$ cat config.mk
export PLATFORM = sky130hd
export DESIGN_NAME = ssp_tx_fifo_ctrl
export DESIGN_NICKNAME = d
export VERILOG_FILES = /design/src/rtl/ssp_tx_fifo_ctrl.sv
export SDC_FILE = /design/constraint.sdc
export NUM_CORES = 1
export LEC_CHECK = 0
export BUFFER_PORTS_ARGS = -buffer_cell sky130_fd_sc_hd__buf_4
export CAP_MARGIN = 10
export CORE_UTILIZATION = 35
export CTS_CLUSTER_SIZE = 40
export DETAILED_ROUTE_END_ITERATION = 6
export GPL_TIMING_DRIVEN = 1
export PLACE_DENSITY = 0.58
export SYNTH_ARGS = -nofsm -noshare
export SYNTH_HDL_FRONTEND = slang
export SYNTH_SLANG_ARGS = --single-unit
$ cat constraint.sdc
create_clock -name PCLK -period 6.8 [get_ports PCLK]
set_input_delay 1.36 -clock PCLK [delete_from_list [all_inputs] [get_ports PCLK]]
set_output_delay 1.36 -clock PCLK [all_outputs]
set_load 0.005 [all_outputs]
$ cat src/rtl/ssp_tx_fifo_ctrl.sv
// Pointer, occupancy and flag controller for the 8x16 SSP transmit FIFO.
// The register file is external; this block only steers its write enable and pointers.
module ssp_tx_fifo_ctrl #(
  parameter int unsigned TX_INT_LEVEL = 4
) (
  input  logic       PCLK,
  input  logic       PRESETn,
  input  logic       TxFWrReq,
  input  logic       TxFPop,
  input  logic       TxFClr,
  input  logic       TxOvfClr,
  input  logic       TxIntrMask,
  output logic       RegFileWrEn,
  output logic [2:0] WrPtr,
  output logic [2:0] RdPtr,
  output logic [3:0] TxFCount,
  output logic       TxFEmpty,
  output logic       TxFNotFull,
  output logic       TxFWrOvf,
  output logic       TxRawIntr,
  output logic       TxIntr
);

  localparam logic [3:0] DEPTH   = 4'd8;
  localparam logic [3:0] INT_LVL = 4'(TX_INT_LEVEL);

  logic [2:0] wr_ptr_q, wr_ptr_d;
  logic [2:0] rd_ptr_q, rd_ptr_d;
  logic [3:0] count_q, count_d;
  logic       empty_q, empty_d;
  logic       not_full_q, not_full_d;
  logic       ovf_q, ovf_d;
  logic       raw_intr_q, raw_intr_d;

  logic full;
  logic empty;
  logic push_acc;
  logic pop_acc;
  logic ovf_evt;

  // Push/pop are single-cycle requests with no ready handshake: a request is
  // accepted in its own cycle when the registered state allows it, otherwise
  // it is dropped (push while full raises the overflow flag, pop while empty
  // is silently ignored). A flush discards both requests of its cycle.
  assign full     = (count_q == DEPTH);
  assign empty    = (count_q == 4'd0);
  assign push_acc = TxFWrReq & ~full  & ~TxFClr;
  assign pop_acc  = TxFPop   & ~empty & ~TxFClr;
  assign ovf_evt  = TxFWrReq &  full  & ~TxFClr;

  always_comb begin
    wr_ptr_d = wr_ptr_q;
    rd_ptr_d = rd_ptr_q;
    count_d  = count_q;
    if (TxFClr) begin
      wr_ptr_d = 3'd0;
      rd_ptr_d = 3'd0;
      count_d  = 4'd0;
    end else begin
      if (push_acc) wr_ptr_d = wr_ptr_q + 3'd1;
      if (pop_acc)  rd_ptr_d = rd_ptr_q + 3'd1;
      case ({push_acc, pop_acc})
        2'b10:   count_d = count_q + 4'd1;
        2'b01:   count_d = count_q - 4'd1;
        default: count_d = count_q;
      endcase
    end
  end

  // Flags are computed from the next count so they move with the pointers.
  always_comb begin
    empty_d    = (count_d == 4'd0);
    not_full_d = (count_d != DEPTH);
    raw_intr_d = (count_d <= INT_LVL);
    ovf_d      = ovf_evt | (ovf_q & ~TxOvfClr);
  end

  always_ff @(posedge PCLK or negedge PRESETn) begin
    if (!PRESETn) begin
      wr_ptr_q   <= 3'd0;
      rd_ptr_q   <= 3'd0;
      count_q    <= 4'd0;
      empty_q    <= 1'b1;
      not_full_q <= 1'b1;
      ovf_q      <= 1'b0;
      raw_intr_q <= 1'b1;
    end else begin
      wr_ptr_q   <= wr_ptr_d;
      rd_ptr_q   <= rd_ptr_d;
      count_q    <= count_d;
      empty_q    <= empty_d;
      not_full_q <= not_full_d;
      ovf_q      <= ovf_d;
      raw_intr_q <= raw_intr_d;
    end
  end

  assign RegFileWrEn = push_acc;
  assign WrPtr       = wr_ptr_q;
  assign RdPtr       = rd_ptr_q;
  assign TxFCount    = count_q;
  assign TxFEmpty    = empty_q;
  assign TxFNotFull  = not_full_q;
  assign TxFWrOvf    = ovf_q;
  assign TxRawIntr   = raw_intr_q;
  assign TxIntr      = raw_intr_q & TxIntrMask;

endmodule

==> results of run 1 <==
per-layer routing:
layer  GRT usage (%)  vias to the layer above  share of wire (%)
li1                -                      320                  -
met1            18.2                      319                 48
met2            22.9                       19                 47
met3            2.73                        4                3.2
met4            8.33                        0                1.9
met5               0                        -                  0
registers in the layout, indices dropped and copies added (netlist names):
| name | flops |
|---|---|
| TxRawIntr | 1 |
| TxFEmpty | 1 |
| WrPtr | 3 |
| TxFNotFull | 1 |
| TxFWrOvf | 1 |
| RdPtr | 3 |
| TxFCount | 4 |
worst min-delay path: cells and delay by family (launching register included):
kind	cells	cell delay, ps
DFF	1	350
AOI/OAI and AO/OA	1	90
buffers and inverters	1	50
stage by stage:
stage	instances	hold slack [ps]	area [um^2]	power (mW)
floorplan	78	508	821	0.180
global placement	125	515	1000	0.216
detailed placement	125	532	1000	0.218
CTS	129	547	1030	0.269
global route	129	577	1030	0.283
finish	129	534	1030	0.264
kinds of logic after synthesis:
| logic type | count (synthesis) | share of synthesized area [%] |
|---|---|---|
| adders and majority gates | 5 | 7.62 |
| DFF | 14 | 43.1 |
| xor gates and xnor gates | 6 | 6.40 |
| buffers and inverters | 7 | 4.27 |
| muxes | 3 | 3.66 |
| and+or+nand+nor | 29 | 19.4 |
| AOI/OAI and AO/OA | 14 | 15.5 |
worst paths after layout:
path | startpoint | endpoint | slack [ps]
setup / recovery | TxFClr | RegFileWrEn | 3460
hold / removal | TxFWrOvf | TxFWrOvf | 530
setup reg to reg | TxFCount[1] | TxFEmpty | 3930
hold reg to reg | TxFWrOvf | TxFWrOvf | 530
max in group asynchronous | PRESETn | TxFEmpty | 5630
min in group asynchronous | PRESETn | WrPtr[0] | 910
synthesized netlist by cell type:
cell type                  instances  area share (%)
sky130_fd_sc_hd__buf_6             1             1.4
sky130_fd_sc_hd__nand2_1           3             1.4
sky130_fd_sc_hd__nor3b_1           1            0.91
sky130_fd_sc_hd__a21oi_2           1             1.1
sky130_fd_sc_hd__nand3_1           3             1.8
sky130_fd_sc_hd__ha_1              5             7.6
sky130_fd_sc_hd__a31oi_1           1            0.76
sky130_fd_sc_hd__dfstp_2           3             9.6
sky130_fd_sc_hd__nor3_1            2             1.2
sky130_fd_sc_hd__nand3b_1          1            0.91
sky130_fd_sc_hd__a41o_1            1             1.2
sky130_fd_sc_hd__clkbuf_1          1            0.46
sky130_fd_sc_hd__and2_1            1            0.76
sky130_fd_sc_hd__a21oi_1           4             2.4
sky130_fd_sc_hd__xor2_1            6             6.4
sky130_fd_sc_hd__o32ai_1           1             1.1
sky130_fd_sc_hd__mux2i_1           3             3.7
sky130_fd_sc_hd__a22o_1            1             1.1
sky130_fd_sc_hd__nor2_1           12             5.5
sky130_fd_sc_hd__o32a_1            1             1.2
sky130_fd_sc_hd__o21ai_0           1            0.61
sky130_fd_sc_hd__nor4b_4           1             2.9
sky130_fd_sc_hd__buf_2             1            0.61
sky130_fd_sc_hd__nor2b_1           1            0.76
sky130_fd_sc_hd__or2_1             1            0.76
sky130_fd_sc_hd__or3_1             2             1.5
sky130_fd_sc_hd__and2b_1           1            0.91
sky130_fd_sc_hd__inv_1             4             1.8
sky130_fd_sc_hd__a221oi_2          1             1.8
sky130_fd_sc_hd__dfrtp_1          11              34
sky130_fd_sc_hd__o41ai_4           1             3.4
sky130_fd_sc_hd__o21a_1            1            0.91
cell type report:
| type | instances | share of cell area (%) |
|---|---|---|
| flip-flops and latches | 14 | 34.5 |
| clock buffers | 4 | 2.56 |
| well taps | 28 | 3.41 |
| multi-input cells | 57 | 42.0 |
| repair buffers | 22 | 16.1 |
| inverters | 4 | 1.46 |
power by group through the flow:
stage | Combinational (mW) | Clock (mW) | Sequential, mW
finish | 0.0954 | 0.0492 | 0.120
global route | 0.106 | 0.0556 | 0.122
CTS | 0.0969 | 0.0515 | 0.120
detailed placement | 0.0963 | 0 | 0.122
global placement | 0.0949 | 0 | 0.121
floorplan | 0.0630 | 0 | 0.117
==> impl_metrics.prom, run 1 <==
# TYPE chip_impl_metric gauge
chip_impl_metric{name="pwr-share-comb",unit="%"} 36.1
chip_impl_metric{name="maximum_number_of_pins_on_one_net_before_global_route_repair",unit=""} 16
chip_impl_metric{name="nNetsFinal",unit=""} 114
chip_impl_metric{name="floorplan.initialDensity",unit="%"} 37.1
chip_impl_metric{name="final_max_slew_viol_count",unit=""} 0
chip_impl_metric{name="internal_power",unit="mW"} 0.174
chip_impl_info{name="final_common_cell",value="sky130_fd_sc_hd__buf_4"} 1
chip_impl_metric{name="whs_path_depth",unit=""} 2
chip_impl_metric{name="final_layout_size_suffix_gt1_share",unit="%"} 31.7
chip_impl_metric{name="worst_ep_required_time",unit="ps"} 5440
chip_impl_metric{name="globalRoute.totalOverflow",unit=""} 0
chip_impl_metric{name="maximum_number_of_buffers_from_clock_root_to_sink",unit=""} 2
chip_impl_metric{name="fmaxAchievable",unit="MHz"} 300
chip_impl_metric{name="htree_levels",unit=""} 1
chip_impl_metric{name="grt_first_pass_wirelength",unit="mm"} 2.75
chip_impl_metric{name="drv.max_cap_violation_count",unit=""} 0
chip_impl_metric{name="postSynthRegisterBits",unit=""} 14
chip_impl_metric{name="critical_path_peak_fanout",unit=""} 15
chip_impl_metric{name="cts.repair_timing.setup_buffer_count",unit=""} 0
chip_impl_metric{name="timing.final.crit_period",unit="ps"} 3340
chip_impl_info{name="crit_path_end_kind",value="output pin"} 1
chip_impl_metric{name="cts-hold-fix-buffers",unit=""} 0
chip_impl_metric{name="finalSetupTns",unit="ps"} 0
chip_impl_info{name="clk_root_buffer_cell",value="sky130_fd_sc_hd__clkbuf_4"} 1
chip_impl_metric{name="multiInputGateArea",unit="um^2"} 432
chip_impl_metric{name="powerDensity",unit="nW/um^2"} 257
chip_impl_metric{name="flow.area_growth_from_synthesis",unit="%"} 25.2
chip_impl_metric{name="detail_route.wirelength",unit="mm"} 1.62
chip_impl_metric{name="cts_resized",unit=""} 0
chip_impl_metric{name="count_of_buffers_from_port_buffering",unit=""} 22
chip_impl_metric{name="p_leak",unit="nW"} 0.509
chip_impl_metric{name="number_of_global_route_vias_before_repair",unit=""} 649
chip_impl_metric{name="critPathBufInv",unit=""} 3
chip_impl_metric{name="maxSlewHeadroom",unit="%"} 72.2
chip_impl_metric{name="count_of_fill_cells_added_during_filler_insertion",unit=""} 224
chip_impl_metric{name="power_frac_seq",unit="%"} 45.3
chip_impl_info{name="cts_tree",value="yes"} 1
chip_impl_metric{name="ff_latch_area",unit="um^2"} 354
chip_impl_info{name="cp_common_cell",value="sky130_fd_sc_hd__buf_4"} 1
chip_impl_metric{name="first_pass_iters",unit=""} 4
chip_impl_metric{name="irDropWorstVdd",unit="uV"} 133
chip_impl_metric{name="post_synth_num_cell_types",unit=""} 32
chip_impl_metric{name="die-area",unit="um^2"} 2540
chip_impl_metric{name="clk_transition_reported_paths",unit="ps"} 80
chip_impl_metric{name="drtAntennaViolNets",unit=""} 0
chip_impl_metric{name="switching_fraction",unit="%"} 34.2
chip_impl_metric{name="cts_made_buffers",unit=""} 3
chip_impl_metric{name="tightestPinTransition",unit="ps"} 416
chip_impl_metric{name="finished_core_util",unit="%"} 46.4
chip_impl_info{name="timing.critical_path.slowest_stage_cell",value="sky130_fd_sc_hd__or2_1"} 1
chip_impl_metric{name="final.period_utilization",unit="%"} 49.1
chip_impl_metric{name="yosys_warnings",unit=""} 0
chip_impl_metric{name="drcViolationCount",unit=""} 0
chip_impl_metric{name="detailedPlace.worstSlack",unit="ps"} 3400
chip_impl_info{name="hold_path.class",value="reg2reg"} 1
chip_impl_metric{name="post-dp-hpwl",unit="mm"} 1.20
chip_impl_metric{name="netlist_instances",unit=""} 78
chip_impl_metric{name="gp_congestion",unit=""} 0.752
chip_impl_metric{name="cp_num_cells",unit=""} 4
chip_impl_info{name="worstPathCellList",value="buf_4 > or2_1 > inv_1 > buf_4"} 1
chip_impl_metric{name="number_of_antenna_violations_at_the_first_check_in_global_routing",unit=""} 0
chip_impl_metric{name="synthesis.nets",unit=""} 90
chip_impl_info{name="outcome",value="finished clean"} 1
chip_impl_info{name="rsz0062_at_grt",value="false"} 1
chip_impl_metric{name="setup_violations",unit=""} 0
chip_impl_metric{name="grt.total_usage",unit="%"} 14.4
chip_impl_metric{name="vias_per_cell",unit=""} 5.13
chip_impl_metric{name="slowest_delay",unit="ps"} 270
chip_impl_metric{name="ios",unit=""} 23
chip_impl_metric{name="syn_area",unit="um^2"} 821
chip_impl_info{name="critical_path.top_delay_family",value="buffers and inverters"} 1
chip_impl_info{name="start_kind",value="primary input"} 1
chip_impl_metric{name="cts.sink_count",unit=""} 14
chip_impl_metric{name="fin_skew",unit="ps"} 12.1
chip_impl_metric{name="die_width",unit="um"} 50.4
chip_impl_metric{name="post_drt_wl_per_cell",unit="um"} 12.6
chip_impl_metric{name="final_worst_path_setup_slack",unit="ps"} 3460
chip_impl_info{name="most-common-layout-cells",value="sky130_fd_sc_hd__buf_4 (22), sky130_fd_sc_hd__nor2_1 (12), sky130_fd_sc_hd__dfrtp_1 (11)"} 1
chip_impl_metric{name="chipHeight",unit="um"} 50.4
chip_impl_metric{name="worstSkewPairLatency",unit="ps"} 280
chip_impl_metric{name="switching_power_summed_over_all_nets",unit="mW"} 0.0904
chip_impl_info{name="critical_path_class",value="in2out"} 1
chip_impl_metric{name="r2r_cells",unit=""} 11
chip_impl_metric{name="share_of_synthesized_area_occupied_by_flip_flops_and_latches",unit="%"} 43.1
chip_impl_metric{name="drtIter0Drc",unit=""} 9
chip_impl_metric{name="p_clk_share",unit="%"} 18.6
chip_impl_metric{name="postSynthAreaPerCell",unit="um^2"} 10.5
chip_impl_metric{name="worst-endpoint-arrival",unit="ps"} 1980
chip_impl_metric{name="number_of_hold_violations_in_the_final_report",unit=""} 0
chip_impl_metric{name="coreArea",unit="um^2"} 2210
chip_impl_metric{name="fp-row-count",unit=""} 17
chip_impl_metric{name="insertedDiodeCount",unit=""} 0
chip_impl_metric{name="routed-via-count",unit=""} 662
(Power assumes the default switching activity.)
==> inputs of run 2 (changes only) <==
==> constraint.sdc (replaced) <==
create_clock -name PCLK -period 3.19 [get_ports PCLK]
set_input_delay 0.638 -clock PCLK [delete_from_list [all_inputs] [get_ports PCLK]]
set_output_delay 0.638 -clock PCLK [all_outputs]
set_load 0.005 [all_outputs]
==> run 2 against run 1 <==
Effect of this change: worst hold slack got worse by 330 ps; highest routed layer unchanged; largest cell class unchanged; routed wire length decreased by 6.7%; critical path type is now reg2reg; clock skew shrank 9.6 ps; first-iteration DRC count shrank 44%; core utilization unchanged; non-clock buffer count unchanged.
==> impl_metrics.prom, run 2 (synthesized netlist as in run 1, its figures left out) <==
# TYPE chip_impl_metric gauge
chip_impl_metric{name="irDropWorstVdd",unit="uV"} 279
chip_impl_metric{name="floorplan.initialDensity",unit="%"} 37.1
chip_impl_info{name="crit_path_end_kind",value="register"} 1
chip_impl_info{name="hold_path.class",value="in2async"} 1
chip_impl_metric{name="number_of_hold_violations_in_the_final_report",unit=""} 0
chip_impl_metric{name="tightestPinTransition",unit="ps"} 403
chip_impl_metric{name="worst-endpoint-arrival",unit="ps"} 3080
chip_impl_info{name="critical_path_class",value="reg2reg"} 1
chip_impl_metric{name="drcViolationCount",unit=""} 0
chip_impl_metric{name="final_layout_size_suffix_gt1_share",unit="%"} 31.7
chip_impl_metric{name="count_of_fill_cells_added_during_filler_insertion",unit=""} 239
chip_impl_info{name="most-common-layout-cells",value="sky130_fd_sc_hd__buf_4 (22), sky130_fd_sc_hd__nor2_1 (12), sky130_fd_sc_hd__dfrtp_1 (11)"} 1
chip_impl_metric{name="ff_latch_area",unit="um^2"} 354
chip_impl_metric{name="maxSlewHeadroom",unit="%"} 73.0
chip_impl_metric{name="p_leak",unit="nW"} 0.509
chip_impl_metric{name="p_clk_share",unit="%"} 18.2
chip_impl_metric{name="drv.max_cap_violation_count",unit=""} 0
chip_impl_metric{name="coreArea",unit="um^2"} 2210
chip_impl_metric{name="maximum_number_of_buffers_from_clock_root_to_sink",unit=""} 2
chip_impl_metric{name="cts_resized",unit=""} 0
chip_impl_metric{name="whs",unit="ps"} 202
chip_impl_info{name="worstPathCellList",value="nor2_1 > nand3b_1 > nand2_1 > or2_1 > ha_1 > xor2_1 > ha_1 > a21oi_1 > mux2i_1 > xor2_1 > a41o_1"} 1
chip_impl_metric{name="slowest_delay",unit="ps"} 590
chip_impl_metric{name="r2r_cells",unit=""} 11
chip_impl_metric{name="die_width",unit="um"} 50.4
chip_impl_metric{name="setup_violations",unit=""} 0
chip_impl_metric{name="fmaxAchievable",unit="MHz"} 349
chip_impl_metric{name="worstSkewPairLatency",unit="ps"} 270
chip_impl_metric{name="insertedDiodeCount",unit=""} 0
chip_impl_metric{name="fp-row-count",unit=""} 17
chip_impl_metric{name="maximum_number_of_pins_on_one_net_before_global_route_repair",unit=""} 16
chip_impl_info{name="critical_path.top_delay_family",value="simple AND/OR/NAND/NOR gates"} 1
chip_impl_metric{name="critPathBufInv",unit=""} 0
chip_impl_metric{name="final.period_utilization",unit="%"} 89.7
chip_impl_metric{name="flow.area_growth_from_synthesis",unit="%"} 25.2
chip_impl_metric{name="internal_power",unit="mW"} 0.370
chip_impl_info{name="rsz0062_at_grt",value="false"} 1
chip_impl_metric{name="timing.final.crit_period",unit="ps"} 2860
chip_impl_metric{name="worst_ep_required_time",unit="ps"} 3400
chip_impl_metric{name="cts.repair_timing.setup_buffer_count",unit=""} 0
chip_impl_metric{name="post-dp-hpwl",unit="mm"} 1.14
chip_impl_info{name="timing.critical_path.slowest_stage_cell",value="sky130_fd_sc_hd__dfrtp_1"} 1
chip_impl_info{name="clk_root_buffer_cell",value="sky130_fd_sc_hd__clkbuf_4"} 1
chip_impl_info{name="reg2reg_to",value="TxFEmpty"} 1
chip_impl_metric{name="switching_power_summed_over_all_nets",unit="mW"} 0.186
chip_impl_metric{name="final_max_slew_viol_count",unit=""} 0
chip_impl_metric{name="ios",unit=""} 23
chip_impl_metric{name="pwr-share-comb",unit="%"} 36.2
chip_impl_metric{name="timing.reg2reg.setup_slack",unit="ps"} 330
chip_impl_metric{name="detail_route.wirelength",unit="mm"} 1.51
chip_impl_metric{name="switching_fraction",unit="%"} 33.5
chip_impl_metric{name="final_design_area_no_fill",unit="um^2"} 1030
chip_impl_info{name="cts_tree",value="yes"} 1
chip_impl_metric{name="largest_register_ff_count",unit=""} 4
chip_impl_metric{name="routed-via-count",unit=""} 651
chip_impl_metric{name="first_pass_iters",unit=""} 4
chip_impl_info{name="start_kind",value="register"} 1
chip_impl_metric{name="multiInputGateArea",unit="um^2"} 432
chip_impl_metric{name="cts-hold-fix-buffers",unit=""} 0
chip_impl_info{name="outcome",value="finished clean"} 1
chip_impl_metric{name="htree_levels",unit=""} 1
chip_impl_metric{name="dpl-instance-area",unit="um^2"} 1000
chip_impl_metric{name="cts.sink_count",unit=""} 14
chip_impl_metric{name="chipHeight",unit="um"} 50.4
chip_impl_metric{name="power_frac_seq",unit="%"} 45.6
chip_impl_metric{name="number_of_antenna_violations_at_the_first_check_in_global_routing",unit=""} 0
chip_impl_metric{name="nNetsFinal",unit=""} 114
chip_impl_metric{name="drtIter0Drc",unit=""} 5
chip_impl_metric{name="die-area",unit="um^2"} 2540
chip_impl_metric{name="critical_path_peak_fanout",unit=""} 9
chip_impl_metric{name="count_of_buffers_from_port_buffering",unit=""} 22
chip_impl_metric{name="drtAntennaViolNets",unit=""} 0
chip_impl_info{name="final_common_cell",value="sky130_fd_sc_hd__buf_4"} 1
chip_impl_metric{name="grt.total_usage",unit="%"} 14.6
chip_impl_metric{name="grt_first_pass_wirelength",unit="mm"} 2.71
chip_impl_metric{name="gp_congestion",unit=""} 0.839
chip_impl_metric{name="overall_power_after_layout",unit="mW"} 0.557
chip_impl_metric{name="fin_skew",unit="ps"} 2.49
chip_impl_metric{name="finalSetupTns",unit="ps"} 0
chip_impl_metric{name="cts_made_buffers",unit=""} 3
chip_impl_info{name="worstReg2RegStart",value="TxFCount[1]"} 1
chip_impl_metric{name="number_of_global_route_vias_before_repair",unit=""} 593
chip_impl_metric{name="powerDensity",unit="nW/um^2"} 542
chip_impl_metric{name="post_drt_wl_per_cell",unit="um"} 11.7
chip_impl_metric{name="clk_transition_reported_paths",unit="ps"} 80
chip_impl_metric{name="vias_per_cell",unit=""} 5.05
chip_impl_metric{name="globalRoute.totalOverflow",unit=""} 0
run 2: worst max-delay path by stage:
stage	start	cells past startpoint	to	slack, ps
2_1_floorplan	TxFCount[0]	11	TxFEmpty	660
3_5_place_dp	TxFCount[1]	11	TxFEmpty	380
4_1_cts	TxFCount[1]	11	TxFEmpty	340
6_report	TxFCount[1]	11	TxFEmpty	330
3_3_place_gp	TxFCount[1]	11	TxFEmpty	440
5_1_grt	TxFCount[1]	12	TxRawIntr	40
run 2: cell type report:
class / instances / area share [%]
multi-input cells: 57 / 42.0
flip-flops and latches: 14 / 34.5
repair buffers: 22 / 16.1
well taps: 28 / 3.41
clock buffers: 4 / 2.56
inverters: 4 / 1.46
run 2: worst register-to-register path: cells and delay by family (launching register included):
| kind | cells | cell delay, ps |
|---|---|---|
| AND/OR/NAND/NOR | 4 | 680 |
| flip-flops | 1 | 590 |
| adder cells (fa/ha/maj) | 2 | 470 |
| XOR/XNOR | 2 | 460 |
| AO/OA/AOI/OAI | 2 | 360 |
| multiplexers | 1 | 240 |
run 2: power groups by stage:
stage	registers (mW)	clock network (mW)	logic [mW]
2_1_floorplan	0.249	0	0.134
4_1_cts	0.254	0.108	0.204
5_1_grt	0.259	0.121	0.227
6_report	0.254	0.101	0.202
3_3_place_gp	0.257	0	0.204
3_5_place_dp	0.258	0	0.202
run 2: layer usage:
metal	share of wire, %	routed length (um)	GRT usage [%]
met1	47	705	17.2
met2	48	728	24.0
met3	4.0	60	3.64
met4	1.1	17	8.33
met5	0	0	0
run 2: metrics by stage:
stage | std cells | utilization, % | worst slack (ps)
2_1_floorplan | 78 | - | 661
6_report | 129 | 46.4 | 328
3_3_place_gp | 125 | 45.2 | 437
4_1_cts | 129 | 46.4 | 336
3_5_place_dp | 125 | 45.2 | 380
5_1_grt | 129 | 46.4 | 39.4
